[src/rtl/mod_counter_pkg.sv]
// Shared types and helpers for the modulo counter chain.
// Build with MOD_COUNTER_SAT_EN defined to make the chain saturate instead of wrap.
package mod_counter_pkg;

   typedef enum logic {
      DIR_DOWN = 1'b0,
      DIR_UP   = 1'b1
   } dir_e;

   // Widest digit supported (MODULUS up to 16).
   localparam int TERM_W = 4;

   function automatic logic [TERM_W-1:0] term_val(input dir_e dir, input int modulus);
      logic [TERM_W-1:0] v;
      v = '0;
      if (dir == DIR_UP) v = TERM_W'(modulus - 1);
      return v;
   endfunction

endpackage

[src/rtl/mod_digit.sv]
// One modulo-MODULUS digit: parallel load with clamping, up/down step, terminal flag.
// Saturation (MOD_COUNTER_SAT_EN) is handled by the top gating step.
module mod_digit
   import mod_counter_pkg::*;
#(
   parameter int MODULUS = 10,
   parameter int DIGIT_W = $clog2(MODULUS)
) (
   input  logic               clk,
   input  logic               reset,
   input  logic               step,
   input  logic               up_dn,
   input  logic               load,
   input  logic [DIGIT_W-1:0] load_d,
   output logic [DIGIT_W-1:0] q,
   output logic               at_term
);

   localparam logic [DIGIT_W-1:0] MAX_V = DIGIT_W'(MODULUS - 1);
   localparam logic [DIGIT_W:0]   MOD_V = (DIGIT_W + 1)'(MODULUS);

   logic [DIGIT_W-1:0] q_q, q_d;
   logic [DIGIT_W-1:0] load_clamped;

   always_comb begin
      load_clamped = load_d;
      // Out-of-range load digits land on the top legal value.
      if ({1'b0, load_d} >= MOD_V) load_clamped = MAX_V;

      q_d = q_q;
      if (load) begin
         q_d = load_clamped;
      end else if (step) begin
         if (up_dn) q_d = (q_q == MAX_V) ? '0 : q_q + 1'b1;
         else       q_d = (q_q == '0) ? MAX_V : q_q - 1'b1;
      end
   end

   always_ff @(posedge clk or negedge reset) begin
      if (!reset) q_q <= '0;
      else        q_q <= q_d;
   end

   assign q       = q_q;
   assign at_term = (TERM_W'(q_q) == term_val(dir_e'(up_dn), MODULUS));

endmodule

[src/rtl/mod_counter_chain.sv]
// Cascade of NUM_DIGITS modulo-MODULUS digits (digit 0 least significant) with
// terminal count and sticky wrap flag; MOD_COUNTER_SAT_EN selects saturation over wrap.
module mod_counter_chain
   import mod_counter_pkg::*;
#(
   parameter int NUM_DIGITS = 4,
   parameter int MODULUS    = 10,
   parameter int DIGIT_W    = $clog2(MODULUS)
) (
   input  logic                          clk,
   input  logic                          reset,
   input  logic                          en,
   input  logic                          up_dn,
   input  logic                          load,
   input  logic [NUM_DIGITS*DIGIT_W-1:0] load_val,
   output logic [NUM_DIGITS*DIGIT_W-1:0] count,
   output logic                          tc,
   output logic                          wrapped
);

   logic [NUM_DIGITS-1:0] at_term;
   logic [NUM_DIGITS-1:0] step;
   logic [NUM_DIGITS:0]   carry;
   logic                  sat_hold;
   logic                  wrapped_q, wrapped_d;

   // carry[i] is high when every digit below i sits at its terminal value.
   assign carry[0] = 1'b1;

   for (genvar g = 0; g < NUM_DIGITS; g++) begin : g_digit
      assign carry[g+1] = carry[g] & at_term[g];
      assign step[g]    = en & ~load & carry[g] & ~sat_hold;

      mod_digit #(
         .MODULUS (MODULUS),
         .DIGIT_W (DIGIT_W)
      ) u_digit (
         .clk     (clk),
         .reset   (reset),
         .step    (step[g]),
         .up_dn   (up_dn),
         .load    (load),
         .load_d  (load_val[g*DIGIT_W +: DIGIT_W]),
         .q       (count[g*DIGIT_W +: DIGIT_W]),
         .at_term (at_term[g])
      );
   end

   assign tc = en & ~load & carry[NUM_DIGITS];

`ifdef MOD_COUNTER_SAT_EN
   // At terminal count every digit already holds the saturation value; freezing
   // the steps keeps it there until the direction flips.
   assign sat_hold = tc;
`else
   assign sat_hold = 1'b0;
`endif

   always_comb begin
      wrapped_d = wrapped_q;
      if (load)    wrapped_d = 1'b0;
      else if (tc) wrapped_d = 1'b1;
   end

   always_ff @(posedge clk or negedge reset) begin
      if (!reset) wrapped_q <= 1'b0;
      else        wrapped_q <= wrapped_d;
   end

   assign wrapped = wrapped_q;

endmodule

[config.mk]
export PLATFORM = sky130hd
export DESIGN_NAME = mod_counter_chain
export DESIGN_NICKNAME = d
export VERILOG_FILES = /design/src/rtl/mod_counter_pkg.sv /design/src/rtl/mod_digit.sv /design/src/rtl/mod_counter_chain.sv
export SDC_FILE = /design/constraint.sdc
export NUM_CORES = 1
export LEC_CHECK = 0
export ABC_CLOCK_PERIOD_IN_PS = 5600
export CAP_MARGIN = 15
export CORE_MARGIN = 4
export CORE_UTILIZATION = 54
export CTS_CLUSTER_SIZE = 25
export DETAILED_ROUTE_END_ITERATION = 10
export PLACE_DENSITY = 0.86
export SLEW_MARGIN = 20
export SYNTH_ARGS = -nofsm -noshare
export SYNTH_HDL_FRONTEND = slang
export SYNTH_SLANG_ARGS = --single-unit
[constraint.sdc]
create_clock -name clk -period 5.6 [get_ports clk]
set_input_delay 0.84 -clock clk [delete_from_list [all_inputs] [get_ports clk]]
set_output_delay 0.84 -clock clk [all_outputs]
set_load 0.01 [all_outputs]
* After elaboration in Yosys (flattened, before gate mapping) *
Cells that the tools add are included.

word-level totals
  register bits after elaboration = 17
  latch bits = 0
  bits in writable memories = 0
  bits in read-only memories = 0
  input bits = 21
  output and inout port bits = 18
  logic and storage cells = 70
  memories kept = 0

cells by class
  add/sub/neg operators = 8
  multipliers = 0
  divide/modulo/power cells = 0
  magnitude comparators = 4
  eq/ne operators = 8
  shifts and indexed selects = 0
  muxes and demuxes = 27
  bitwise operators = 9
  reduce and logical (&&, ||, !) cells = 9

operator list
  operator                                           number
  two-way mux 4 bit                                  25
  adder 4 x 1 -> 4 bit (second input constant)       4
  equality test 4 bit                                4
  equality test 4 bit (second input constant)        4
  >= comparator 4 bit (second input constant)        4
  zero test 4 bit                                    4
  subtractor 4 x 1 -> 4 bit (second input constant)  4
  nonzero test 2 bit                                 5
  bitwise AND 1 bit                                  8
  two-way mux 1 bit                                  2
  NOT 1 bit                                          1

* Logic depth before layout (Yosys ltp) *
Gate-level depths: netlist of run 1.

  depth in word-level cells = 8
  gate-level depth with buffers = 8
  gate-level depth less buffers = 6

* Hierarchy *
Synthesis of run 1 repeated with hierarchy kept, for this count alone.

unflattened totals
  cells, all modules = 171
  area total of the unflattened synthesis = 1486.4 µm²

modules (own cells, without submodules)
  module             instances  cells each  area an instance (µm²)  seq. area each (µm²)
  mod_digit          4          40          347.8                   100.1
  mod_counter_chain  1          11          95.1                    25.0

* Worst setup path after synthesis of run 1 *
OpenSTA, ideal clock, no wires.

  kind = input to output
  start = input up_dn
  end = output tc
  arrival time = 2.564 ns
  required time = 4.760 ns
  slack = 2.196 ns
  cell stages on the path = 6
  buffers on the path = 2
  path through = clkbuf_1 > clkbuf_1 > inv_1 > ha_1 > nor3_1 > and4_1

on the way
  longest elaborated chain between the ends = 6

ends and longest elaborated chain
  item                             line                     source
  from (decl)                      mod_counter_chain.sv:13  input logic up_dn,
  two-way mux 4 bit (*)            mod_counter_pkg.sv:16    if (dir == DIR_UP) v = TERM_W'(modulus - 1);
  equality test 4 bit              mod_digit.sv:45          assign at_term = (TERM_W'(q_q) == term_val(dir_e'(up_dn), MODULUS));
  bitwise AND 1 bit (2 in series)  mod_counter_chain.sv:31  assign carry[g+1] = carry[g] & at_term[g];
  bitwise AND 1 bit (*)            mod_counter_chain.sv:31
  bitwise AND 1 bit (*)            mod_counter_chain.sv:49  assign tc = en & ~load & carry[NUM_DIGITS];
  to (decl)                        mod_counter_chain.sv:17  output logic tc,

Mark *: on every way between the ends. The rest lies on a longest branch, timed or not.

* Worst setup path after layout of run 1 *
  start = input load
  end = output tc

on the way
  longest elaborated chain between the ends = 3

ends and longest elaborated chain
  item                             line                     source
  from (decl)                      mod_counter_chain.sv:14  input logic load,
  NOT 1 bit                        mod_counter_chain.sv:49
  bitwise AND 1 bit (2 in series)  mod_counter_chain.sv:49

No other way between the ends.

==> results.md, run 1 <==
* Status: finished, final reports clean
* Share of cells above drive strength 1 at 2.90%
* Finished Layout Cells at 272
* Initial Utilization at 58.0%
* LEAKAGE at 0.730 nW
* Worst Setup Start Kind: input pin
* Area of the core at 0.00283 sq mm
* IO Pins at 39
* Minimum clock period at 4.36 ns
* Worst skew pair latency at 0.29 ns
* Post-route ant nets at 0
* Post-cts repair resize count at 0
* Post-CTS setup buffers at 0
* RR Endpoint: g_digit[1].u_digit.q[3]
* Ys Warns at 0
* Commonest non-fill, non-tap cells in the layout: clkdlybuf4s50_1, o21ai_0, dfrtp_1
* RSZ-0062 raised after global routing: no
* Fmax achieved at 229 MHz
* Net count after synthesis at 244
* Ant. Diodes at 0
* Worst-path clk slew at 0.10 ns
* Total Routing Usage GR at 19.5%
* Post-DR wirelength/cell at 13.8 microns
* Cell Pwr Density at 186 mW/mm^2
* Reg2reg setup slack at 3.33 ns
* Via-per-instance ratio at 6.21
* DR iter-0 viols at 199
* Worst hold path cell count at 1
* Syn Area/Cell at 7.42 sq um
* Endpoints failing hold at 0
* Worst-path maximum fanout at 25
* # setup viols final at 0
* Yosys top cell by area: dfrtp_1
* MaxCap Viol Count at 0
* First-pass DRT Iterations at 4
* Async S/R FF share, synth at 100%
* Synth-to-Final Area Change at 21.4%
* Sequential share of the synthesized area at 25.9%
* CP Class: in -> out
* WL final at 3750 microns
* Post-Syn Instances at 221
* Gate power share at 35.7%
* Hold-fix buffers, CTS at 0
* Hold Path Class: reg -> reg
* Worst-Margin Slew at 0.813 ns
* Peak VDD IR at 0.000135 V
* Clock power frac at 18.6%
* Top post-synthesis cells by area: dfrtp_1, o21ai_0, clkbuf_1, xnor2_1, o211ai_1
* Dpl cells at 268
* Hold path endpoint: wrapped
* Post-synthesis cell type count at 50
* Layout Utilization at 70.4%
* RR Startpoint: g_digit[0].u_digit.q[1]
* Post-route setup TNS at 0 ns
* Initial antenna violation count at 0
* Rows at 19
* Die width at 63.1 microns
* Setup slack after layout at 1.24 ns
* Hold path startpoint: wrapped
* Main synth FF type: dfrtp_1
* RD Place Congestion at 0.821
* Num CTS Buffers at 3
* Switching share of power at 36.6%
* DR DRC count at 0
* Die Y at 63.1 microns
* Root Driver: clkbuf_4
* Internal cell power at 0.235 mW
* CP arrival at 3.52 ns
* PortBufs at 38
* TritonCTS Sinks at 17
* Fin nets at 265
* CTS tree: built
* Largest net degree at the start of global routing at 44
* Switching power at 0.136 mW
* Cell Area, Synth at 0.00164 sq mm
* Gr ovfl total at 0
* Worst slew margin at 45.6%
* Synthesized flop and latch total at 17
* Clock skew at 0.00458 ns
* Post-synth EDFFs at 0
* Synth top area share at 25.9%
* CP endpoint kind: output pin
* Final period util at 77.9%
* Fin. max-slew vios at 0
* Post-place setup slack at 1.24 ns
* Via count at 1688
* Critical path required time at 4.76 ns
* First-pass GRT wire length at 6480 microns
* Total Die Area at 0.00398 sq mm
* Max clock buf depth at 2
* Most common cell after layout, fill and taps aside: clkdlybuf4s50_1
* DP HPWL at 2630 microns
* Vias in the first global route at 1437
* H-tree Lvls at 1
* Sequential power share at 45.8%
* R2R cell count at 4
[routing by layer]
| layer | global-route usage (%) | wire [microns] |
|---|---|---|
| met5 | 0 | 0 |
| met2 | 31.0 | 1710 |
| met1 | 27.7 | 1820 |
| met3 | 2.49 | 204 |
| met4 | 5.23 | 19 |
[registers in the layout, summed over array words and instances, names as in the netlist]
signal and cells:
g_digit.u_digit.q 16, wrapped 1
[cell families after synthesis]
group / after synthesis / synth area share, %
AOI/OAI and AO/OA: 79 / 31.4
buffers and inverters: 34 / 8.92
xor gates and xnor gates: 9 / 4.81
DFF: 17 / 25.9
and+or+nand+nor: 79 / 26.8
muxes: 1 / 0.610
adders and majority gates: 2 / 1.53
[critical path, cell delays in order]
cell and delay (ns):
clkdlybuf4s50_1 0.39, buf_4 0.21, or4b_4 0.56, nor3_1 0.62, and4_1 0.34, clkdlybuf4s50_1 0.54
[worst max-delay path by stage]
stage,slack (ns),endpoint,startpoint
2_1_floorplan,2.20,tc,up_dn
3_3_place_gp,1.32,tc,load
3_5_place_dp,1.24,tc,load
4_1_cts,1.24,tc,load
5_1_grt,1.07,tc,en
6_report,1.24,tc,load
[stage by stage]
step | power [mW] | cell area, sq um | hold slack (ns)
6_report | 0.371 | 1990 | 0.499
3_5_place_dp | 0.304 | 1970 | 0.479
5_1_grt | 0.401 | 1990 | 0.517
2_1_floorplan | 0.252 | 1640 | 0.531
4_1_cts | 0.374 | 1990 | 0.505
3_3_place_gp | 0.302 | 1970 | 0.473
[power groups by stage]
| stage | registers, mW | clock network [mW] | logic, mW |
|---|---|---|---|
| 3_3_place_gp | 0.171 | 0 | 0.131 |
| 5_1_grt | 0.175 | 0.0781 | 0.148 |
| 4_1_cts | 0.169 | 0.0715 | 0.133 |
| 6_report | 0.170 | 0.0689 | 0.132 |
| 3_5_place_dp | 0.172 | 0 | 0.132 |
| 2_1_floorplan | 0.152 | 0 | 0.100 |
[synthesized netlist by cell type (all sizes together), types with 3 or more instances]
master  count
nand3b      5
o21ai      24
buf         4
xnor2       8
nor2b       3
o211ai      9
and3b       3
a211o       3
nand3       7
or4         3
nor3        7
nor2       14
nand2      16
nand4b      4
and3        3
o21a        3
o22ai       4
or3         5
dfrtp      17
a211oi      7
inv        10
clkbuf     20
a21oi      12
[final cells by class]
class	instances	area, sq um
flip-flops and latches	17	425
inverters	10	37.5
fillers	246	837
multi-input cells	170	1070
well taps	31	38.8
repair buffers	40	395
clock buffers	4	26.3
(Power assumes the default switching activity.)
==> run 2, diff against run 1 <==
--- a/config.mk
+++ b/config.mk
@@ -5,13 +5,13 @@
 export SDC_FILE = /design/constraint.sdc
 export NUM_CORES = 1
 export LEC_CHECK = 0
-export ABC_CLOCK_PERIOD_IN_PS = 5600
+export ABC_CLOCK_PERIOD_IN_PS = 3800
 export CAP_MARGIN = 15
 export CORE_MARGIN = 4
-export CORE_UTILIZATION = 54
+export CORE_UTILIZATION = 45
 export CTS_CLUSTER_SIZE = 25
 export DETAILED_ROUTE_END_ITERATION = 10
-export PLACE_DENSITY = 0.86
+export PLACE_DENSITY = 0.76
 export SLEW_MARGIN = 20
 export SYNTH_ARGS = -nofsm -noshare
 export SYNTH_HDL_FRONTEND = slang
==> constraint.sdc (replaced) <==
create_clock -name clk -period 3.8 [get_ports clk]
set_input_delay 0.57 -clock clk [delete_from_list [all_inputs] [get_ports clk]]
set_output_delay 0.57 -clock clk [all_outputs]
set_load 0.01 [all_outputs]
==> results.md, run 2 (synthesis gave the netlist of run 1 again) <==
* Rows at 21
* Worst Setup Start Kind: input pin
* Post-DR wirelength/cell at 13.3 microns
* Post-route setup TNS at 0 ns
* Worst-Margin Slew at 0.782 ns
* Die Y at 68.4 microns
* Commonest non-fill, non-tap cells in the layout: clkdlybuf4s50_1, o21ai_0, dfrtp_1
* Fin nets at 267
* Num CTS Buffers at 3
* Final period util at 87.4%
* DP HPWL at 2680 microns
* Fmax achieved at 301 MHz
* Post-CTS setup buffers at 0
* Largest net degree at the start of global routing at 36
* Root Driver: clkbuf_4
* CP endpoint kind: output pin
* Worst-path clk slew at 0.10 ns
* Max reg flops at 16
* Dpl cells at 285
* R2R cell count at 4
* Worst slew margin at 47.7%
* PortBufs at 38
* IO Pins at 39
* Total Routing Usage GR at 17.6%
* Status: finished, final reports clean
* CP arrival at 2.75 ns
* # setup viols final at 0
* Synth-to-Final Area Change at 24.3%
* Ant. Diodes at 0
* Initial antenna violation count at 0
* Worst hold path cell count at 1
* Share of cells above drive strength 1 at 3.70%
* Cell Pwr Density at 270 mW/mm^2
* Vias in the first global route at 1394
* Via-per-instance ratio at 5.83
* RD Place Congestion at 0.781
* RSZ-0062 raised after global routing: no
* Post-route ant nets at 0
* Die width at 68.4 microns
* Worst skew pair latency at 0.29 ns
* Minimum clock period at 3.32 ns
* LEAKAGE at 0.745 nW
* Gr ovfl total at 0
* TritonCTS Sinks at 17
* CP Class: in -> out
* Hold Path Class: reg -> reg
* Most common cell after layout, fill and taps aside: clkdlybuf4s50_1
* First-pass GRT wire length at 6420 microns
* MaxCap Viol Count at 0
* Fin. max-slew vios at 0
* Finished Layout Cells at 289
* First-pass DRT Iterations at 4
* Initial Utilization at 48.0%
* Clock skew at 0.00219 ns
* Max clock buf depth at 2
* Post-cts repair resize count at 0
* Total Die Area at 0.00468 sq mm
* Critical path required time at 3.23 ns
* H-tree Lvls at 1
* Fill cells at 332
* CTS tree: built
* Hold-fix buffers, CTS at 0
* Worst-path maximum fanout at 10
* WL final at 3850 microns
* Area of the core at 0.00342 sq mm
* Via count at 1684
* DR iter-0 viols at 121
* DR DRC count at 0
* Peak VDD IR at 0.000166 V
* Endpoints failing hold at 0
[run 2: critical path, cell delays in order]
cell,delay [ns]
clkdlybuf4s50_1,0.65
or4b_4,0.52
nor3_1,0.20
and4_1,0.26
clkdlybuf4s50_1,0.55
[run 2: layout make-up]
class | count | area (sq um) | share of cell area (%)
Timing Repair Buffer | 42 | 423 | 20.7
Tap cell | 46 | 57.6 | 2.82
Inverter | 10 | 37.5 | 1.84
Multi-Input combinational cell | 170 | 1070 | 52.4
Sequential cell | 17 | 425 | 20.9
Clock buffer | 4 | 26.3 | 1.29
[run 2: power by group]
part / internal, mW / total, mW / switching, mW / leakage (nW)
Combinational: 0.111 / 0.198 / 0.0868 / 0.524
Clock: 0.0408 / 0.101 / 0.0599 / 0.0150
Sequential: 0.197 / 0.251 / 0.0537 / 0.205
[run 2: path summary, 6_finish.rpt]
kind | to | startpoint | slack (ns)
max | tc | en | 0.48
min | wrapped | wrapped | 0.50
max reg2reg | g_digit[2].u_digit.q[0] | g_digit[0].u_digit.q[1] | 1.64
min reg2reg | wrapped | wrapped | 0.50
max in group asynchronous | g_digit[2].u_digit.q[0] | reset | 2.59
min in group asynchronous | g_digit[0].u_digit.q[1] | reset | 0.72
[run 2: routing by layer]
layer | GRT usage (%) | part of all wire, % | vias up
met1 | 24.9 | 48 | 769
met2 | 28.3 | 45 | 46
met4 | 4.47 | 0.36 | 0
met5 | 0 | 0 | -
li1 | - | - | 867
met3 | 2.30 | 6.3 | 2
[run 2: metrics by stage]
stage	total power, mW	setup slack (ns)	instance area, sq um	utilization, %	hold slack (ns)
after detailed placement	0.451	0.476	2010	58.9	0.485
after CTS	0.556	0.469	2040	59.7	0.512
after floorplan	0.372	0.936	1640	-	0.274
after global placement	0.450	0.518	2010	58.9	0.480
after global routing	0.593	0.355	2040	59.7	0.519
final	0.550	0.477	2040	59.7	0.502
